[src/rtl/key_sw_input_port.sv]
// key_sw_input_port: synchronized, debounced KEY/SW input window with sticky events and a level IRQ.
// Define KSW_READ_CLEAR_EN to make KCTRL/SCTRL reads also clear their status bits.
module key_sw_input_port #(
    parameter int DBITS           = 32,
    parameter int KEY_W           = 4,
    parameter int SW_W            = 10,
    parameter int KEY_ACTIVE_LOW  = 1,
    parameter int DEBOUNCE_CYCLES = 500000
) (
    input  logic             CLOCK_50,
    input  logic             RESET,
    input  logic [KEY_W-1:0] KEY,
    input  logic [SW_W-1:0]  SW,
    input  logic             SEL,
    input  logic [3:0]       ADDR,
    input  logic             WE,
    input  logic [DBITS-1:0] WDATA,
    output logic [DBITS-1:0] RDATA,
    output logic             INTR
);
    localparam int CW = $clog2(DEBOUNCE_CYCLES);
    localparam logic [CW-1:0] CMAX = CW'(DEBOUNCE_CYCLES - 1);
    logic [KEY_W-1:0] r_key_s1, r_key_s2, r_key_st, r_kst;
    logic [SW_W-1:0]  r_sw_s1, r_sw_s2, r_sw_st;
    logic [CW-1:0]    r_kcnt, r_scnt;
    logic             r_kovr, r_kie, r_schg, r_sovr, r_sie;
    logic [DBITS-1:0] r_rdata;
    logic [KEY_W-1:0] w_key_n, w_key_rise, w_kclr;
    logic             w_kdiff, w_kupd, w_sdiff, w_supd, w_wr, w_rd;
    logic             w_kovr_clr, w_schg_clr, w_sovr_clr, w_kc_rd, w_sc_rd;
    logic [DBITS-1:0] w_kctrl, w_sctrl, w_rmux;
    logic [1:0]       w_reg;
    logic             w_unused;
    always_comb begin
        w_key_n    = (KEY_ACTIVE_LOW != 0) ? ~KEY : KEY;
        w_reg      = ADDR[3:2];
        w_wr       = SEL & WE;
        w_rd       = SEL & ~WE;
        w_kdiff    = r_key_s2 != r_key_st;
        w_kupd     = w_kdiff && (r_kcnt == CMAX);
        w_sdiff    = r_sw_s2 != r_sw_st;
        w_supd     = w_sdiff && (r_scnt == CMAX);
        w_key_rise = w_kupd ? (r_key_s2 & ~r_key_st) : '0;
`ifdef KSW_READ_CLEAR_EN
        w_kc_rd    = w_rd && (w_reg == 2'd1);
        w_sc_rd    = w_rd && (w_reg == 2'd3);
`else
        w_kc_rd    = 1'b0;
        w_sc_rd    = 1'b0;
`endif
        w_kclr     = ((w_wr && w_reg == 2'd1) ? WDATA[KEY_W-1:0] : '0) | {KEY_W{w_kc_rd}};
        w_kovr_clr = (w_wr && w_reg == 2'd1 && WDATA[4]) || w_kc_rd;
        w_schg_clr = (w_wr && w_reg == 2'd3 && WDATA[0]) || w_sc_rd;
        w_sovr_clr = (w_wr && w_reg == 2'd3 && WDATA[1]) || w_sc_rd;
        w_kctrl             = '0;
        w_kctrl[KEY_W-1:0]  = r_kst;
        w_kctrl[4]          = r_kovr;
        w_kctrl[8]          = r_kie;
        w_sctrl             = '0;
        w_sctrl[0]          = r_schg;
        w_sctrl[1]          = r_sovr;
        w_sctrl[8]          = r_sie;
        w_rmux = (w_reg == 2'd0) ? DBITS'(r_key_st) :
                 (w_reg == 2'd1) ? w_kctrl :
                 (w_reg == 2'd2) ? DBITS'(r_sw_st) : w_sctrl;
        w_unused = ^{ADDR[1:0], WDATA};
    end
    // Hardware sets are ORed in after the clear so a same-cycle event always survives.
    always_ff @(posedge CLOCK_50) begin
        if (RESET) begin
            r_key_s1 <= '0;
            r_key_s2 <= '0;
            r_key_st <= '0;
            r_sw_s1  <= '0;
            r_sw_s2  <= '0;
            r_sw_st  <= '0;
            r_kcnt   <= '0;
            r_scnt   <= '0;
            r_kst    <= '0;
            r_kovr   <= 1'b0;
            r_kie    <= 1'b0;
            r_schg   <= 1'b0;
            r_sovr   <= 1'b0;
            r_sie    <= 1'b0;
            r_rdata  <= '0;
        end else begin
            r_key_s1 <= w_key_n;
            r_key_s2 <= r_key_s1;
            r_sw_s1  <= SW;
            r_sw_s2  <= r_sw_s1;
            r_kcnt   <= (!w_kdiff || w_kupd) ? '0 : r_kcnt + 1'b1;
            r_scnt   <= (!w_sdiff || w_supd) ? '0 : r_scnt + 1'b1;
            if (w_kupd) r_key_st <= r_key_s2;
            if (w_supd) r_sw_st <= r_sw_s2;
            r_kst    <= (r_kst & ~w_kclr) | w_key_rise;
            r_kovr   <= (r_kovr & ~w_kovr_clr) | (|(w_key_rise & r_kst));
            r_schg   <= (r_schg & ~w_schg_clr) | w_supd;
            r_sovr   <= (r_sovr & ~w_sovr_clr) | (w_supd & r_schg);
            if (w_wr && w_reg == 2'd1) r_kie <= WDATA[8];
            if (w_wr && w_reg == 2'd3) r_sie <= WDATA[8];
            if (w_rd) r_rdata <= w_rmux;
        end
    end
    assign RDATA = r_rdata;
    assign INTR  = (r_kie & (|r_kst)) | (r_sie & r_schg);
endmodule

[config.mk]
export PLATFORM = sky130hd
export DESIGN_NAME = key_sw_input_port
export DESIGN_NICKNAME = d
export VERILOG_FILES = /design/src/rtl/key_sw_input_port.sv
export SDC_FILE = /design/constraint.sdc
export NUM_CORES = 1
export LEC_CHECK = 0
export CAP_MARGIN = 20
export CORE_MARGIN = 3
export CORE_UTILIZATION = 46
export CTS_CLUSTER_DIAMETER = 30
export DETAILED_ROUTE_END_ITERATION = 8
export PLACE_DENSITY_LB_ADDON = 0.08
export SLEW_MARGIN = 10
export SYNTH_ARGS = -nofsm -noshare
export SYNTH_HDL_FRONTEND = slang
export SYNTH_SLANG_ARGS = --single-unit
export TNS_END_PERCENT = 1
[constraint.sdc]
create_clock -name CLOCK_50 -period 1.9 [get_ports CLOCK_50]
set_input_delay 0.38 -clock CLOCK_50 [delete_from_list [all_inputs] [get_ports CLOCK_50]]
set_output_delay 0.38 -clock CLOCK_50 [all_outputs]
set_load 0.05 [all_outputs]
* Word level (Yosys, flattened, before mapping)
Cells that the tools add are included.
** Cells by class
- Add/sub/neg operators :: 2
- Multiply operators :: 0
- Divide/modulo/power cells :: 0
- Order comparisons :: 0
- Equal/unequal tests :: 7
- Shift operators :: 0
- Multiplexer cells :: 5
- Bitwise operators :: 23
- Reduce and logical (&&, ||, !) cells :: 16
** Operator list (count)
- $add 19x1->19 const B :: 2
- $eq 19x19->1 const B :: 2
- $mux 10 :: 3
- $and 4x4->4 :: 3
- $not 4->4 :: 3
- $ne 10x10->1 :: 1
- $and 1x1->1 :: 8
- $mux 4 :: 2
- $reduce_or 4->1 :: 2
- $logic_and 1x1->1 :: 7
- $eq 2x2->1 const B :: 2
- $ne 4x4->1 :: 1
- $not 1->1 :: 4
- $or 1x1->1 :: 4
- $or 4x4->4 :: 1
- $reduce_or 2->1 :: 2
- $eq 2x1->1 const B :: 1
- $logic_not 1->1 :: 2
- $logic_not 2->1 :: 1
- $logic_or 1x1->1 :: 2
** Word-level totals
- Flip-flop bits (word level) :: 121
- Latch bits :: 0
- RAM bits :: 0
- ROM bits :: 0
- Input port bits :: 54
- Output and inout port bits :: 33
- Logic and storage cells :: 68
- Memories :: 0

* Depth between registers and ports, before layout
Gate-level depths: netlist (run 1).
- Word-level depth :: 6
- Gate-level depth with buffers :: 7
- Gate-level depth less buffers :: 6

* Worst setup path after synthesis (run 1)
OpenSTA, ideal clock, no wires.
- Kind :: reg-to-reg
- From :: register r_kcnt[0]
- To :: register r_key_st[0]
- Setup time :: 0.128 ns
- Arrival time :: 1.665 ns
- Required time :: 1.772 ns
- Slack :: 0.107 ns
- Cell stages (with the launch flop) :: 6
- Path buffers :: 0
- Period minus slack after synthesis :: 1.793 ns
- Cell sequence :: dfxtp_1 > ha_1 > nand4_1 > nor4_4 > mux2i_1 > nor2_1
** On the way
- Cells in the longest elaborated chain, start to end :: 2
** RTL lines
- from (decl) :: RTL line 25 : logic [CW-1:0] r_kcnt, r_scnt;
- from (signal assigned) :: RTL line 91 : r_kcnt <= (!w_kdiff || w_kupd) ? '0 : r_kcnt + 1'b1;
- $eq 19x19->1 :: RTL line 40 : w_kupd = w_kdiff && (r_kcnt == CMAX);
- $logic_and 1x1->1 :: RTL line 40
- to (signal assigned) :: RTL line 93 : if (w_kupd) r_key_st <= r_key_s2;
- to (decl) :: RTL line 23 : logic [KEY_W-1:0] r_key_s1, r_key_s2, r_key_st, r_kst;
Every way passes these cells.
A chain may end at the register's enable or synchronous reset.

* Worst setup path in the final report (run 1)
- From :: register r_key_st[1]
- To :: register r_key_st[2]
** On the way
- Cells in the longest elaborated chain, start to end :: 2
** RTL lines
- $ne 4x4->1 :: RTL line 39 : w_kdiff = r_key_s2 != r_key_st;
- $logic_and 1x1->1 :: RTL line 40
Every way passes these cells.

==> metrics.csv, run 1 <==
metric,value,unit
status,"complete, no violations",
CP Capture Type,register,
num rows,34,
clk root buf,clkbuf_8,
hold crit path type,reg -> reg,
fillers,824,
initial antenna violation count,0,
DRT Pass-1 Iters,4,
Initial Util,0.483,
post-placement cell count,591,
H-tree Lvls,3,
fin. max-slew vios,0,
MaxCap Viol Count,0,
ranking of synthesized cells by area,"dfxtp_1 (46%), nor2_1 (6.4%), xnor2_1 (4.9%), mux2i_1 (4.2%), nor2b_1 (4.1%)",
worst reg2reg endpoint,r_key_st[2],
CTS tree,built,
vias in the first global route,2655,
placed inst area,4740,µm²
CP Max Fanout,9,
dpl hpwl,5.29,mm
Power Dens Cells,770,nW/µm²
Worst VDD drop,461,µV
first-pass GRT wire length,12.0,mm
setup TNS,0,ns
synthesized flop and latch total,99,
post-layout min period,1.80,ns
Die Y,103,µm
Total GRT Usage,0.146,
routability congestion estimate,0.789,
CP startpoint kind,register,
FF-to-FF path depth,7,
clk sinks,99,
Synth Instances,447,
"Seq/Total Area, Yosys",0.462,
CTS buffer count,9,
hold buffers post-CTS,0,
R2R Setup Slk,0.1,ns
post-synthesis cell type with the largest combined area,dfxtp_1,
fin crit share,0.948,
Routed WL per cell,12.1,µm
R2R Path Start,r_key_st[1],
fraction of layout cells with a size suffix above 1,0.112,
Clock Path Buffers,2,
die footprint,10500,µm²
Syn Area/Cell,9.60,µm²
CP Class,reg -> reg,
vias per cell,4.87,
Port Buffers,36,
ANT cells,0,
Final #Nets,555,
f_max,555,MHz
clk_lat worst skew,0.37,ns
cell area after layout,4950,µm²
remaining antenna violation count,0,
Post-Syn Area,4290,µm²
post-CTS setup buffer count,0,
drt total wl,7.34,mm
core area,8890,µm²
crit path DAT,2.05,ns
fin util,0.557,
Synth warnings,0,
min-delay src,r_sw_s1[6],
Hold Fails Final Rpt,0,
P&R area growth vs syn,15.4,%
Unique masters post-synth,47,
Iter 0 DRT Violations,54,
clk_skew,0.0159,ns
# DRC,0,
largest net degree at the start of global routing,48,
routed vias,2963,
overflow left after global routing,0,
"CTS clk-pin slew, worst paths",0.11,ns
Final Non-Filler Cells,608,
Finish-stage setup viols,0,
share of the synthesized area in the top cell type,0.462,
chip width,103,µm
Hold Path Sink,r_sw_s2[6],
WP data required,2.15,ns
hold depth,1,
total power,0.00381,W
leak pwr,1.83,nW
number of placed I/O pins,87,
[flip-flops by register name, summed over array words and instances, names as in the netlist, 4 cells and up]
signal,flops
RDATA,10
r_kcnt,19
r_key_s1,4
r_key_s2,4
r_key_st,4
r_kst,4
r_scnt,19
r_sw_s1,10
r_sw_s2,10
r_sw_st,10
[metrics by stage]
step                hold slack, ns  worst slack, ns
global route                 0.466         -0.00813
floorplan                    0.414            0.107
CTS                          0.448          0.00304
finish                       0.441           0.0985
detailed placement           0.423         -0.00181
global placement             0.423           0.0347
[cells in the final DEF (no fill, tap or decap), types with 16 or more instances in the layout]
master	Yosys	routed
nor2b_1	28	28
nand2_1	26	26
nor2_1	73	73
xnor2_1	24	24
xor2_1	19	19
dfxtp_1	99	98
nand3_1	16	16
conb_1	1	22
or2b_1	18	18
clkdlybuf4s50_1	0	24
mux2i_1	18	18
[power by group]
part / total (W) / switching [W] / internal [W] / leakage, nW
combinational: 0.000338 / 0.000215 / 0.000123 / 0.918
clock: 0.00134 / 0.000812 / 0.000529 / 0.103
sequential: 0.00213 / 0.0000183 / 0.00212 / 0.805
total: 0.00381 / 0.00104 / 0.00277 / 1.83
[cell usage after synthesis, drive strengths merged]
cell,number
mux4,2
a211oi,2
o21ba,1
and2,2
nor3,11
nor2,73
and3,7
and4bb,1
mux2i,18
inv,8
clkbuf,10
ha,6
or4,2
o21ai,1
or3,4
nand4,6
dfxtp,99
a21oi,3
nand2,26
nand2b,4
a221oi,2
mux2,1
xnor2,24
o41ai,1
o2bb2ai,1
and4,2
xor2,19
buf,28
a22oi,11
nand3,17
nor2b,28
o31ai,1
or2b,18
and2b,1
a21boi,1
nor4b,1
conb,1
nor4,4
[routing by layer]
layer  share of wire  up-vias  track usage  wire length [µm]
met3           0.045        8       0.0399               334
met4           0.015        0       0.0545               107
met1            0.49     1359        0.196              3610
met5               0        -            0                 0
met2            0.45       61        0.226              3290
li1                -     1535            -                 -
[worst max path at each step]
stage | depth (start not counted) | to | slack (ns) | from
4_1_cts | 5 | r_sw_st[0] | 0.003 | r_scnt[16]
5_1_grt | 7 | r_key_st[2] | -0.008 | r_key_st[1]
3_3_place_gp | 5 | r_sw_st[7] | 0.03 | r_scnt[17]
6_report | 7 | r_key_st[2] | 0.1 | r_key_st[1]
3_5_place_dp | 5 | r_sw_st[1] | -0.002 | r_scnt[17]
2_1_floorplan | 5 | r_key_st[0] | 0.11 | r_kcnt[0]
[final cells by class]
class,instances,area [µm²],area share
multi-input cells,324,2110,0.425
clock inverters,7,76.3,0.0154
clock buffers,9,124,0.0250
flip-flops and latches,99,1980,0.401
well taps,108,135,0.0273
repair buffers,53,497,0.100
inverters,8,30.0,0.00607
[kinds of logic after synthesis]
kind of cell             count (synthesis)  share of synthesized area
XOR/XNOR                                43                     0.0878
flip-flops                              99                      0.462
multiplexers                            21                     0.0551
other                                    1                   0.000874
adder cells (fa/ha/maj)                  6                     0.0175
AO/OA/AOI/OAI                           24                     0.0461
buffers and inverters                   46                     0.0706
AND/OR/NAND/NOR                        207                      0.260
[critical path, cell delays in order (launching register included)]
cell	delay, ns
dfxtp_1	0.38
inv_1	0.06
ha_1	0.27
and4_1	0.23
nor4_4	0.30
buf_6	0.19
mux2i_1	0.20
nor2_1	0.05
[what timing repair did]
action                     CTS  global route
cloned                       0             1
pin swaps                    0             1
setup endpoints to repair   14            13
resized for setup           11             4
Power figures use the tool's default switching activity.
==> run 2, diff against run 1 <==
SKIP_CTS_REPAIR_TIMING = 1   (was not set)
SLEW_MARGIN = not set   (was 10)
==> run 2 against run 1 <==
Compared with the run above: non-clock buffer count unchanged; global-route usage about the same; register-to-register slack hardly changed; flip-flop and latch count unchanged; final area up 0.73%; first-iteration DRC count increased by 13%; critical path type unchanged.
==> metrics.csv, run 2 (synthesized netlist as in run 1, its figures left out) <==
metric,value,unit
chip width,103,µm
leak pwr,1.96,nW
MaxCap Viol Count,0,
slowest cell delay on critical path,0.38,ns
Die Y,103,µm
total power,0.00381,W
# DRC,0,
clk_skew,0.0159,ns
hold_ws,0.441,ns
met2 wire length,3.29,mm
Regs by FF count,"r_kcnt: 19 flops, r_scnt: 19 flops",
core area,8890,µm²
R2R Setup Slk,0.10,ns
ANT cells,0,
CP max-delay cell,dfxtp_1,
Finish-stage setup viols,0,
fraction of layout cells with a size suffix above 1,0.110,
f_max,556,MHz
FF-to-FF path depth,7,
setup TNS,0,ns
first-pass GRT wire length,12.0,mm
post-layout min period,1.80,ns
Port Buffers,36,
clk sinks,99,
routed vias,2962,
CP startpoint,r_key_st[1],
crit path DAT,2.05,ns
Worst Slack Setup Final,0.100,ns
fin crit share,0.947,
CP Max Fanout,9,
CTS buffer count,9,
CP Capture Type,register,
dpl hpwl,5.29,mm
Hold Fails Final Rpt,0,
drt total wl,7.36,mm
CP Class,reg -> reg,
met3 WL,340,µm
die footprint,10500,µm²
fillers,813,
CP startpoint kind,register,
hold crit path type,reg -> reg,
CP Capture Point,r_key_st[2],
relative slew slack,0.662,
placed inst area,4740,µm²
Clock Path Buffers,2,
remaining antenna violation count,0,
Worst Max-Slew Pin Slew,0.506,ns
clk root buf,clkbuf_8,
Power Dens Cells,765,nW/µm²
CTS tree,built,
clk_lat worst skew,0.37,ns
"CTS clk-pin slew, worst paths",0.11,ns
Iter 0 DRT Violations,61,
initial antenna violation count,0,
"commonest non-fill, non-tap cell in the layout",dfxtp_1,
fin. max-slew vios,0,
status,"complete, no violations",
cell area after layout,4990,µm²
WP data required,2.15,ns
worst reg2reg endpoint,r_key_st[2],
Worst VDD drop,461,µV
overflow left after global routing,0,
Total GRT Usage,0.146,
Max Used Layer,met4,
pre-CTS WS,-0.00181,ns
vias per cell,4.87,
routability congestion estimate,0.789,
H-tree Lvls,3,
R2R Path Start,r_key_st[1],
Final #Nets,555,
largest net degree at the start of global routing,48,
crit-path cells,"inv_1, ha_1, and4_1, nor4_4, buf_6, mux2i_1, nor2_1",
Initial Util,0.483,
DRT Pass-1 Iters,4,
most frequent cells in the layout,"dfxtp_1 (99), nor2_1 (73), nor2b_1 (28)",
vias in the first global route,2653,
num rows,34,
Routed WL per cell,12.1,µm
Met1 Wirelength,3.61,mm
P&R area growth vs syn,16.2,%
number of placed I/O pins,87,
run 2: how the worst min path moves through the flow:
| stage | from | to | slack, ns | depth (start not counted) |
|---|---|---|---|---|
| 6_report | r_sw_s1[6] | r_sw_s2[6] | 0.44 | 1 |
| 5_1_grt | r_sw_s1[8] | r_sw_s2[8] | 0.47 | 1 |
| 4_1_cts | r_sw_s1[6] | r_sw_s2[6] | 0.45 | 1 |
| 3_5_place_dp | r_sw_s1[6] | r_sw_s2[6] | 0.42 | 1 |
| 3_3_place_gp | r_sw_s1[7] | r_sw_s2[7] | 0.42 | 1 |
| 2_1_floorplan | r_key_s1[0] | r_key_s2[0] | 0.41 | 1 |
run 2: routing by layer:
| metal | vias up | track usage |
|---|---|---|
| met2 | 59 | 0.226 |
| met1 | 1360 | 0.196 |
| met4 | 0 | 0.0545 |
| met5 | - | 0 |
| li1 | 1535 | - |
| met3 | 8 | 0.0399 |
run 2: power by group:
group / switching, W / internal (W)
clock: 0.000810 / 0.000529
sequential: 0.0000183 / 0.00212
combinational: 0.000215 / 0.000126
total: 0.00104 / 0.00277
run 2: metrics by stage:
stage	utilization	cells
2_1_floorplan	-	468
3_3_place_gp	0.533	591
3_5_place_dp	0.533	591
4_1_cts	0.555	607
5_1_grt	0.561	608
6_report	0.561	608
run 2: critical path: cells and delay by family, from the launching register on:
| kind | cells | cell delay [ns] |
|---|---|---|
| adders and majority gates | 1 | 0.27 |
| buffers and inverters | 2 | 0.25 |
| DFF | 1 | 0.38 |
| muxes | 1 | 0.20 |
| and+or+nand+nor | 3 | 0.58 |
run 2: final cells by class:
| cell class | count | area, µm² | area share |
|---|---|---|---|
| clock buffer | 9 | 124 | 0.0248 |
| clock inverter | 7 | 76.3 | 0.0153 |
| inverter | 8 | 30.0 | 0.00602 |
| multi-input combinational | 324 | 2110 | 0.422 |
| sequential | 99 | 1980 | 0.397 |
| tap | 108 | 135 | 0.0271 |
| timing repair buffer | 53 | 534 | 0.107 |
==> run 3, diff against run 2 <==
--- a/config.mk
+++ b/config.mk
@@ -10,3 +10,2 @@
 export CORE_UTILIZATION = 46
-export CTS_CLUSTER_DIAMETER = 30
 export DETAILED_ROUTE_END_ITERATION = 8
--- a/constraint.sdc
+++ b/constraint.sdc
@@ -3,2 +3,2 @@
 set_output_delay 0.38 -clock CLOCK_50 [all_outputs]
-set_load 0.05 [all_outputs]
+set_load 0.005 [all_outputs]
==> run 3 against run 2 <==
Compared with the run above: cell count is 0.16% lower; largest power group unchanged; core utilization is 0.23 points lower; critical endpoint unchanged; worst setup slack better by 0.0083 ns; clock-buffer cell count stayed put; sequential share of layout area is 0.19 points higher; flip-flop and latch count stayed put.
==> metrics.csv, run 3 (synthesized netlist as in run 1, its figures left out) <==
metric,value,unit
dpl hpwl,5.35,mm
fin util,0.559,
DRT Pass-1 Iters,4,
num rows,34,
Total GRT Usage,0.151,
Pint,0.00287,W
status,"complete, no violations",
number of placed I/O pins,87,
f_max,558,MHz
crit path DAT,2.04,ns
vias in the first global route,2761,
overflow left after global routing,0,
"CTS clk-pin slew, worst paths",0.09,ns
RSZ-0062 raised after global routing,no,
Power Dens Cells,760,nW/µm²
hold_ws,0.442,ns
largest net degree at the start of global routing,48,
combinational share of power,0.063,
ANT cells,0,
Die Y,103,µm
fin. max-slew vios,0,
clk root buf,clkbuf_8,
Port Buffers,36,
Clock Path Buffers,2,
drt total wl,7.50,mm
leak pwr,1.80,nW
clk_lat worst skew,0.36,ns
vias per cell,4.85,
core area,8890,µm²
MaxCap Viol Count,0,
hold crit path type,reg -> reg,
clock share of power,0.371,
CP startpoint kind,register,
net load switching power,0.000901,W
CTS buffer count,9,
initial antenna violation count,0,
"commonest non-fill, non-tap cell in the layout",dfxtp_1,
Sw Share,0.239,
CP Capture Type,register,
cell area after layout,4970,µm²
Initial Util,0.483,
# DRC,0,
routed vias,2941,
routability congestion estimate,0.788,
fillers,816,
CP Class,reg -> reg,
chip width,103,µm
P&R area growth vs syn,15.8,%
Worst VDD drop,451,µV
Final #Nets,554,
post-layout min period,1.79,ns
clk_skew,0.00980,ns
Finish-stage setup viols,0,
H-tree Lvls,3,
fraction of layout cells with a size suffix above 1,0.108,
Flop pwr share,0.565,
placed inst area,4740,µm²
first-pass GRT wire length,12.7,mm
most frequent cells in the layout,"dfxtp_1 (98), nor2_1 (73), clkdlybuf4s50_1 (34)",
fin crit share,0.943,
CP Max Fanout,9,
WP data required,2.15,ns
Hold Fails Final Rpt,0,
die footprint,10500,µm²
Iter 0 DRT Violations,88,
Regs by FF count,"r_kcnt: 19 flops, r_scnt: 19 flops",
remaining antenna violation count,0,
CTS tree,built,
clk sinks,99,
Routed WL per cell,12.4,µm
total power,0.00377,W
[run 3: changes by cell type in the layout (fill, tap and decap cells not counted), sizes merged]
cell | before | now
clkdlybuf4s50 | 24 | 34
dlymetal6s2s | 10 | 1
inv | 14 | 10
clkinv | 1 | 3
and2b | 2 | 1
buf | 19 | 18
bufinv | 0 | 1
clkinvlp | 0 | 1
[run 3: power by group through the flow]
stage,Combinational [W],Clock [W],Sequential [W]
after CTS,0.000241,0.00145,0.00213
after detailed placement,0.000240,0,0.00218
final,0.000239,0.00140,0.00213
after floorplan,0.000173,0,0.00218
after global routing,0.000268,0.00153,0.00214
after global placement,0.000237,0,0.00218
[run 3: metal layers]
metal  track usage  routed length, µm  vias to the layer above  part of all wire
met4        0.0565                 84                        0             0.011
li1              -                  -                     1532                 -
met2         0.230               3300                       60              0.44
met1         0.213               3780                     1340              0.50
met3        0.0298                340                        9             0.045
met5             0                  0                        -                 0
[run 3: worst max-delay path, stage by stage, from the launching register on]
cell and delay, ns:
dfxtp_1 0.38, inv_1 0.06, ha_1 0.28, and4_1 0.23
nor4_4 0.27, buf_4 0.22, mux2i_1 0.20, nor2_1 0.05
[run 3: area by class of cell]
class	count	area [µm²]	share of cell area
Tap cell	108	135	0.0272
Clock inverter	7	86.3	0.0174
Multi-Input combinational cell	323	2100	0.422
Timing Repair Buffer	53	510	0.103
Clock buffer	9	124	0.0249
Sequential cell	99	1980	0.399
Inverter	8	30.0	0.00605
[run 3: final timing paths]
check | startpoint | end | slack [ns] | cells past startpoint
worst max-delay path | r_key_st[1] | r_key_st[2] | 0.11 | 7
worst min-delay path | r_key_s1[0] | r_key_s2[0] | 0.44 | 1
worst max register to register | r_key_st[1] | r_key_st[2] | 0.11 | 7
worst min register to register | r_key_s1[0] | r_key_s2[0] | 0.44 | 1
[run 3: per-stage QoR]
step	instances	setup TNS, ns	worst slack [ns]
2_1_floorplan	468	0	0.107
3_3_place_gp	591	0	0.0325
3_5_place_dp	591	-0.0290	-0.00999
4_1_cts	607	-0.278	-0.106
5_1_grt	607	0	0.00996
6_report	607	0	0.108
